**src/rtl/vga_timing_gen.sv**
```systemverilog
// Raster timing generator: pixel-clock divider, x/y counters, registered
// sync/blank decode, line/frame strobes and a wrapping frame counter.
module vga_timing_gen #(
   parameter int unsigned H_DISPLAY = 640,
   parameter int unsigned H_FRONT   = 16,
   parameter int unsigned H_SYNC    = 96,
   parameter int unsigned H_BACK    = 48,
   parameter int unsigned V_DISPLAY = 480,
   parameter int unsigned V_FRONT   = 10,
   parameter int unsigned V_SYNC    = 2,
   parameter int unsigned V_BACK    = 33,
   parameter int unsigned CLK_DIV   = 2,
   parameter int unsigned HSYNC_POL = 0,
   parameter int unsigned VSYNC_POL = 0,
   parameter int unsigned CNT_W     = 10
) (
   input  logic             clk_i,
   input  logic             reset_i,
   input  logic             enable_i,
   output logic             pixel_tick_o,
   output logic [CNT_W-1:0] pixel_x_o,
   output logic [CNT_W-1:0] pixel_y_o,
   output logic             hsync_o,
   output logic             vsync_o,
   output logic             video_on_o,
   output logic             line_end_o,
   output logic             frame_start_o,
   output logic [7:0]       frame_count_o
);

   localparam int unsigned H_TOTAL = H_DISPLAY + H_FRONT + H_SYNC + H_BACK;
   localparam int unsigned V_TOTAL = V_DISPLAY + V_FRONT + V_SYNC + V_BACK;
   localparam int unsigned DIV_W   = (CLK_DIV > 1) ? $clog2(CLK_DIV) : 1;

   localparam logic [DIV_W-1:0] DIV_LAST = DIV_W'(CLK_DIV - 1);
   localparam logic [CNT_W-1:0] X_LAST   = CNT_W'(H_TOTAL - 1);
   localparam logic [CNT_W-1:0] Y_LAST   = CNT_W'(V_TOTAL - 1);
   localparam logic [CNT_W-1:0] X_VIS    = CNT_W'(H_DISPLAY);
   localparam logic [CNT_W-1:0] Y_VIS    = CNT_W'(V_DISPLAY);
   localparam logic [CNT_W-1:0] HS_FIRST = CNT_W'(H_DISPLAY + H_FRONT);
   localparam logic [CNT_W-1:0] HS_LAST  = CNT_W'(H_DISPLAY + H_FRONT + H_SYNC - 1);
   localparam logic [CNT_W-1:0] VS_FIRST = CNT_W'(V_DISPLAY + V_FRONT);
   localparam logic [CNT_W-1:0] VS_LAST  = CNT_W'(V_DISPLAY + V_FRONT + V_SYNC - 1);
   localparam logic             HS_ACT   = (HSYNC_POL != 0);
   localparam logic             VS_ACT   = (VSYNC_POL != 0);

   logic [DIV_W-1:0] div_q, div_d;
   logic [CNT_W-1:0] x_q, x_d;
   logic [CNT_W-1:0] y_q, y_d;
   logic [7:0]       frame_q, frame_d;
   logic             hsync_q, vsync_q, video_q;
   logic             line_end_q, frame_start_q;
   logic             tick, x_wrap, y_wrap;
   logic             hs_in, vs_in;

   assign tick   = enable_i && (div_q == DIV_LAST);
   assign x_wrap = (x_q == X_LAST);
   assign y_wrap = (y_q == Y_LAST);
   assign hs_in  = (x_q >= HS_FIRST) && (x_q <= HS_LAST);
   assign vs_in  = (y_q >= VS_FIRST) && (y_q <= VS_LAST);

   always_comb begin
      div_d   = div_q;
      x_d     = x_q;
      y_d     = y_q;
      frame_d = frame_q;
      if (enable_i) begin
         div_d = (div_q == DIV_LAST) ? '0 : div_q + 1'b1;
      end
      if (tick) begin
         if (x_wrap) begin
            x_d = '0;
            if (y_wrap) begin
               y_d     = '0;
               frame_d = frame_q + 8'd1;
            end else begin
               y_d = y_q + 1'b1;
            end
         end else begin
            x_d = x_q + 1'b1;
         end
      end
   end

   always_ff @(posedge clk_i or posedge reset_i) begin
      if (reset_i) begin
         div_q         <= '0;
         x_q           <= '0;
         y_q           <= '0;
         frame_q       <= '0;
         hsync_q       <= ~HS_ACT;
         vsync_q       <= ~VS_ACT;
         video_q       <= 1'b0;
         line_end_q    <= 1'b0;
         frame_start_q <= 1'b0;
      end else begin
         div_q   <= div_d;
         x_q     <= x_d;
         y_q     <= y_d;
         frame_q <= frame_d;
         // Decode follows the pre-update x/y, giving the fixed one-clk lag.
         if (enable_i) begin
            hsync_q <= hs_in ? HS_ACT : ~HS_ACT;
            vsync_q <= vs_in ? VS_ACT : ~VS_ACT;
            video_q <= (x_q < X_VIS) && (y_q < Y_VIS);
         end
         line_end_q    <= tick && x_wrap;
         frame_start_q <= tick && x_wrap && y_wrap;
      end
   end

   // Strobes are masked combinationally so a freeze or reset silences them at once.
   assign pixel_tick_o  = tick && !reset_i;
   assign line_end_o    = line_end_q && enable_i;
   assign frame_start_o = frame_start_q && enable_i;
   assign pixel_x_o     = x_q;
   assign pixel_y_o     = y_q;
   assign hsync_o       = hsync_q;
   assign vsync_o       = vsync_q;
   assign video_on_o    = video_q;
   assign frame_count_o = frame_q;

endmodule
```
**config.mk**
```make
export PLATFORM = sky130hd
export DESIGN_NAME = vga_timing_gen
export DESIGN_NICKNAME = d
export VERILOG_FILES = /design/src/rtl/vga_timing_gen.sv
export SDC_FILE = /design/constraint.sdc
export NUM_CORES = 1
export LEC_CHECK = 0
export ABC_CLOCK_PERIOD_IN_PS = 5100
export CAP_MARGIN = 20
export CORE_UTILIZATION = 54
export DETAILED_ROUTE_END_ITERATION = 6
export PLACE_DENSITY_LB_ADDON = 0.25
export SLEW_MARGIN = 5
export SYNTH_ARGS = -nofsm -noshare
export SYNTH_HDL_FRONTEND = slang
export SYNTH_SLANG_ARGS = --single-unit
```
**constraint.sdc**
```tcl
create_clock -name clk_i -period 5.1 [get_ports clk_i]
set_input_delay 0.51 -clock clk_i [delete_from_list [all_inputs] [get_ports clk_i]]
set_output_delay 0.51 -clock clk_i [all_outputs]
set_load 0.02 [all_outputs]
```
==> results of run 1 <==
state kept, by name, summed over array words and instances (netlist names):
name	flops
div_q	1
frame_count_o	8
frame_start_q	1
hsync_o	1
line_end_q	1
pixel_x_o	10
pixel_y_o	10
video_on_o	1
vsync_o	1
worst max-delay path by stage:
stage | startpoint | endpoint | slack (ns) | depth (start not counted)
after floorplan | pixel_x_o[0]$_DFFE_PP0P_ | pixel_y_o[4]$_DFFE_PP0P_ | 3.24 | 7
after global placement | enable_i | pixel_tick_o | 2.52 | 4
after detailed placement | enable_i | pixel_tick_o | 2.50 | 4
after CTS | enable_i | pixel_tick_o | 2.50 | 4
after global routing | enable_i | pixel_tick_o | 2.41 | 4
final | enable_i | pixel_tick_o | 2.51 | 4
power breakdown:
group	internal [mW]	switching, mW	total (mW)
sequential	0.292	0.0375	0.329
clock	0.0524	0.0876	0.140
combinational	0.0587	0.0708	0.129
total	0.403	0.196	0.599
worst max-delay path, cell delays in order:
cell and delay (ns):
clkdlybuf4s50_1 0.73, nand2_1 0.12, nor2_1 0.10, clkdlybuf4s50_1 0.61
area by class of cell:
class / instances / area [sq um]
fillers: 250 / 879.6
multi-input cells: 122 / 869.6
flip-flops and latches: 34 / 853.3
repair buffers: 37 / 367.9
well taps: 44 / 55.05
clock buffers: 6 / 41.29
inverters: 7 / 26.28
clock inverters: 2 / 10.01
cell families (layout without fill, tap and decap cells):
family,after synthesis,after routing,share of synthesized area
adders and majority gates,6,6,0.04184
and+or+nand+nor,78,78,0.2762
AOI/OAI and AO/OA,16,16,0.05300
muxes,3,3,0.02092
buffers and inverters,13,52,0.03975
DFF,34,34,0.4756
xor gates and xnor gates,19,19,0.09275
through the flow:
stage | cells | hold WS, ns
3_3_place_gp | 244 | 0.4567
3_5_place_dp | 244 | 0.4573
2_1_floorplan | 169 | 0.4996
4_1_cts | 252 | 0.4766
5_1_grt | 252 | 0.4805
6_report | 252 | 0.4757
routing by layer:
metal	up-vias	track usage
li1	682	-
met1	669	0.3163
met2	46	0.3429
met3	8	0.06332
met4	0	0.09967
met5	-	0
layout by cell type, fill, tap and decap left out, types with 6 or more instances in the layout:
| master | n |
|---|---|
| inv_1 | 7 |
| nand4_1 | 7 |
| clkdlybuf4s50_1 | 36 |
| o21ai_0 | 7 |
| dfrtp_1 | 32 |
| ha_1 | 6 |
| nand2_1 | 16 |
| nor2_1 | 7 |
| nand3_1 | 15 |
| nor3_1 | 8 |
| xor2_1 | 11 |
| xnor2_1 | 8 |
Yosys cell counts (all sizes together):
cell,n
nor4,3
xor2,11
nor4b,1
o211ai,1
buf,4
and4,5
nand4b,1
o2111ai,1
and3,3
inv,7
ha,6
nor2,9
clkbuf,2
nor3,8
o21a,2
and4b,1
and4bb,1
a31oi,1
o31ai,1
or3,1
and2,3
a21oi,3
dfstp,2
nand3,15
or2,1
mux2,3
nor3b,1
nand4,9
xnor2,8
o21ai,7
dfrtp,32
nand2,16
==> results.md, run 1 <==
- Count of cell types in the netlist: 40
- Post-DP HPWL: approximately 2.6 mm
- Max layer used: met4
- Synth Warn #: 0
- Core area: about 0.0031 sq mm
- Root buffer cell: clkbuf_4
- Status: finished clean
- Post-detailed-route count of antenna-violating nets: 0
- Worst reg2reg path startpoint: pixel_y_o[0]$_DFFE_PP0P_
- Startpoint types: input port
- Final Hold Viols: 0
- I/O Pins: 37
- Synth Cell Area: between 0.0015 and 0.002 sq mm
- 1st-pass router iterations: 4
- Endpoints failing setup: 0
- Via count: roughly 1.4k
- Vias in the first global route: between 1k and 1.5k
- Seq cells post-synth: 34
- Clk sinks: 34
- Pin count of the biggest net entering global routing: 35
- Ratio of final minimum period to clock period: 0.5088
- Crit. End Element: output pin
- Fin. max-slew vios: 0
- Post-Syn Instances: roughly 170
- Layout cells sized above 1: 0.1010
- Diode count: 0
- Crit Path Category: in2out
- Total routed wirelength: ~3.6 mm
- Power, Total: between 500 and 600 uW
- Critical path data required time: between 4 and 5 ns
- Synth top area cells: dfrtp_1 (45%), xor2_1 (5.4%), ha_1 (4.2%)
- Nets: about 220
- Worst Path Max Fanout: 13
- WP data arrival: roughly 2.1 ns
- Clock transition at the registers of the reported paths: ~0.11 ns
- Fmax: about 390 MHz
- Via density: 5.575
- Area Growth Syn to Fin: 23.92%
- Met1 Routed Length: approximately 1.7 mm
- Initial core utilization: 0.5782
- Final instance area: approximately 0.0022 sq mm
- Clk buf depth: 2
- Hold Path Stages: 1
- VDD IR max: 0.2882 mV
- Hold_sp: frame_count_o[7]$_DFFE_PP0P_
- Synth Net Count: about 180
- Total of max-cap violations: 0
- Worst-margin pin slew: between 0.5 and 0.6 ns
- Chip width: ~60 um
- Layout Utilization: 0.7165
- Sequential-to-total area share from yosys stat: 0.4756
- Last weighted congestion value of the routability-driven placer: roughly 0.86
- Placed Area: ~0.0022 sq mm
- Initial DRC Count: 54
- Pre-CTS setup slack: about 2.5 ns
- Metal2 WL: ~1.7 mm
- Setup WS post-layout: about 2.5 ns
- Hold WC Path Type: reg2reg
- Post_cts resized: 0
- Setup slack, reg-to-reg: slightly above 3 ns
- Post-route DRC: 0
- Drt wl/cell: about 14 um
- Overall die area: between 0.003 and 0.004 sq mm
- First-pass GRT wire length: about 6.0 mm
- Hold buffers post-CTS: 0
- R2R depth: 6
- PD cells: 269.4 mW/mm^2
- Unrepaired setup endpoints after global routing: no
- CTS tree: built
- Final min period: around 2.6 ns
- Clk_lat worst skew: 0.34 ns
- Overall routing resource usage: 0.2309
- Synth area leader: dfrtp_1
- P_leak: 0.9701 nW
- Die Ht: between 50 and 60 um
- Worst slew margin: 0.6351
- Num CTS Buffers: 5
- Syn Area/Cell: between 10 and 15 sq um
- Worst Clk Skew: ~0.016 ns
- Worst Hold Path EP: frame_count_o[7]$_DFFE_PP0P_
- Initial antenna violation count: 0
- Setup TNS: 0 ns
- Global route overflow: 0
- R2R Path End: frame_count_o[1]$_DFFE_PP0P_
- IO buf count: 36
- # rows: 20
- DR WL met3: 169 um
- Post-CTS setup buffers: 0
- Yosys top cell area share: 0.4463
- H-tree lvl count: 2
Power figures use the tool's default switching activity.
==> run 2, diff against run 1 <==
- ABC_CLOCK_PERIOD_IN_PS: 5100 -> 2100
- CORE_UTILIZATION: 54 -> 46
- clock period: 5.1 -> 2.1 ns (I/O delays scaled with it)
==> run 2 against run 1 <==
Cell area is 3.3% higher. Hold slack worse by 0.10 ns. First-iteration DRC count is 13% higher. Clock skew is 0.0088 ns lower. Non-clock buffer count is 4 higher. Sequential power is 140% higher. Worst setup slack worse by 2.3 ns. Critical path type unchanged. Critical endpoint is now line_end_o.
==> results.md, run 2 (same netlist as run 1, synthesis figures left out) <==
- First-pass GRT wire length: 6.651 mm (was 6.003 mm)
- Post_cts resized: 0 (unchanged)
- Final min period: 1.870 ns
- Startpoint types: input port (unchanged)
- Via count: 1,423 (was 1,405)
- Pre-CTS setup slack: 0.1295 ns (was 2.505 ns)
- Int Pwr: 1.127 mW (was 403.0 uW)
- Post-route DRC: 0 (unchanged)
- Endpoints failing setup: 0 (unchanged)
- Critical path data required time: 1.89 ns (was 4.59 ns)
- CTS tree: built (unchanged)
- IO buf count: 36 (unchanged)
- Multi-input gate area: 869.6 sq um (unchanged)
- Drt wl/cell: 14.62 um (was 14.12 um)
- PD cells: 707.2 mW/mm^2 (was 269.4 mW/mm^2)
- VDD IR max: 0.5095 mV (was 0.2882 mV)
- Hold buffers post-CTS: 0 (unchanged)
- Core area: 0.003689 sq mm (was 0.003103 sq mm)
- NetSw: 497.5 uW (was 195.9 uW)
- Unrepaired setup endpoints after global routing: no (unchanged)
- Clk_lat worst skew: 0.29 ns (was 0.34 ns)
- Post-detailed-route count of antenna-violating nets: 0 (unchanged)
- # rows: 22 (was 20)
- Layout cells sized above 1: 0.1132 (was 0.1010)
- Crit. End Element: output pin (unchanged)
- Most frequent cells in the layout: clkdlybuf4s50_1 (36), dfrtp_1 (32), nand2_1 (16) (unchanged)
- Most common cell after layout, fill and taps aside: clkdlybuf4s50_1 (unchanged)
- Fin. max-slew vios: 0 (unchanged)
- Sequential share of power: 0.492 (was 0.550)
- Worst slew margin: 0.7196 (was 0.6351)
- Clk buf depth: 2 (unchanged)
- Clock transition at the registers of the reported paths: 0.07 ns (was 0.11 ns)
- Comb pwr share: 0.201 (was 0.216)
- Switching part of the total power: 0.3062 (was 0.3271)
- Pin count of the biggest net entering global routing: 35 (unchanged)
- Initial antenna violation count: 0 (unchanged)
- Die Ht: 64.46 um (was 59.64 um)
- Last weighted congestion value of the routability-driven placer: 0.8354 (was 0.8585)
- Post-CTS setup buffers: 0 (unchanged)
- Initial DRC Count: 61 (was 54)
- Placed Area: 0.002207 sq mm (was 0.002172 sq mm)
- H-tree lvl count: 2 (unchanged)
- Storage element area: 853.3 sq um (unchanged)
- Nets: 220 (was 216)
- Global route overflow: 0 (unchanged)
- Setup WS post-layout: 0.2295 ns (was 2.505 ns)
- Overall routing resource usage: 0.2118 (was 0.2309)
- Worst-margin pin slew: 0.4206 ns (was 0.5423 ns)
- Root buffer cell: clkbuf_8 (was clkbuf_4)
- Total routed wirelength: 3.801 mm (was 3.559 mm)
- I/O Pins: 37 (unchanged)
- Worst Path Max Fanout: 8 (was 13)
- WP data arrival: 1.66 ns (was 2.08 ns)
- Fmax: between 500 and 600 MHz
- Clock power frac: 0.307 (was 0.234)
- Worst Clk Skew: 0.006893 ns (was 0.01567 ns)
- Chip width: 64.46 um (was 59.64 um)
- Area Growth Syn to Fin: 28.03% (was 23.92%)
- Final Hold Viols: 0 (unchanged)
- Crit Path Category: in2out (unchanged)
- Overall die area: 0.004154 sq mm (was 0.003557 sq mm)
- Status: finished clean (unchanged)
- Diode count: 0 (unchanged)
- Via density: 5.473 (was 5.575)
- Ratio of final minimum period to clock period: 0.8907
- Vias in the first global route: 1,420 (was 1,315)
- Post-DP HPWL: 2.763 mm (was 2.557 mm)
- 1st-pass router iterations: 4 (unchanged)
- Filler instances: 319 (was 250)
- Final instance area: 0.002297 sq mm (was 0.002223 sq mm)
- Setup TNS: 0 ns (unchanged)
- Total of max-cap violations: 0 (unchanged)
- P_leak: 1.003 nW (was 0.9701 nW)
- Num CTS Buffers: 5 (unchanged)
- Clk sinks: 34 (unchanged)
- Hold WC Path Type: in2async (was reg2reg)
- Initial core utilization: 0.4864 (was 0.5782)
[run 2: cell types whose count changed in the layout (fill, tap and decap cells not counted), sizes merged]
| cell | previous run | this run |
|---|---|---|
| buf | 1 | 5 |
| clkbuf | 6 | 8 |
| clkinv | 2 | 0 |
[run 2: worst paths after layout]
check,from,end,slack [ns],cells past startpoint
max,enable_i,line_end_o,0.23,3
min,reset_i,frame_count_o[0]$_DFFE_PP0P_,0.37,3
max reg2reg,pixel_x_o[0]$_DFFE_PP0P_,pixel_y_o[4]$_DFFE_PP0P_,0.28,5
min reg2reg,frame_count_o[7]$_DFFE_PP0P_,frame_count_o[7]$_DFFE_PP0P_,0.47,1
max in group asynchronous,reset_i,hsync_o$_DFFE_PP1P_,1.38,3
min in group clk_i,frame_count_o[7]$_DFFE_PP0P_,frame_count_o[7]$_DFFE_PP0P_,0.47,1
[run 2: through the flow]
step | utilization | total power [mW] | cells | hold slack [ns]
floorplan | - | 0.9940 | 169 | 0.3501
global placement | 0.5984 | 1.122 | 252 | 0.4574
detailed placement | 0.5984 | 1.136 | 252 | 0.4637
CTS | 0.6228 | 1.637 | 260 | 0.4036
global route | 0.6228 | 1.704 | 260 | 0.4556
finish | 0.6228 | 1.625 | 260 | 0.3742
[run 2: worst max-delay path, stage by stage]
cell and delay (ns):
clkdlybuf4s50_1 0.62, and2_1 0.22, clkdlybuf4s50_1 0.61
[run 2: layout make-up]
type                       count  area share
timing repair buffer          41      0.1732
sequential                    34      0.3715
tap                           48     0.02614
multi-input combinational    122      0.3785
inverter                       7     0.01144
clock buffer                   8     0.03922
[run 2: metal layers]
layer | track usage | part of all wire | vias up
met1 | 0.2798 | 0.48 | 698
met5 | 0 | 0 | -
met3 | 0.05106 | 0.046 | 7
met2 | 0.3303 | 0.46 | 35
li1 | - | - | 683
met4 | 0.09444 | 0.016 | 0
[run 2: power groups by stage]
stage / combinational, mW / clock [mW] / sequential [mW]
3_5_place_dp: 0.327 / 0 / 0.810
4_1_cts: 0.331 / 0.507 / 0.799
3_3_place_gp: 0.319 / 0 / 0.803
6_report: 0.327 / 0.498 / 0.799
2_1_floorplan: 0.154 / 0 / 0.840
5_1_grt: 0.356 / 0.536 / 0.812
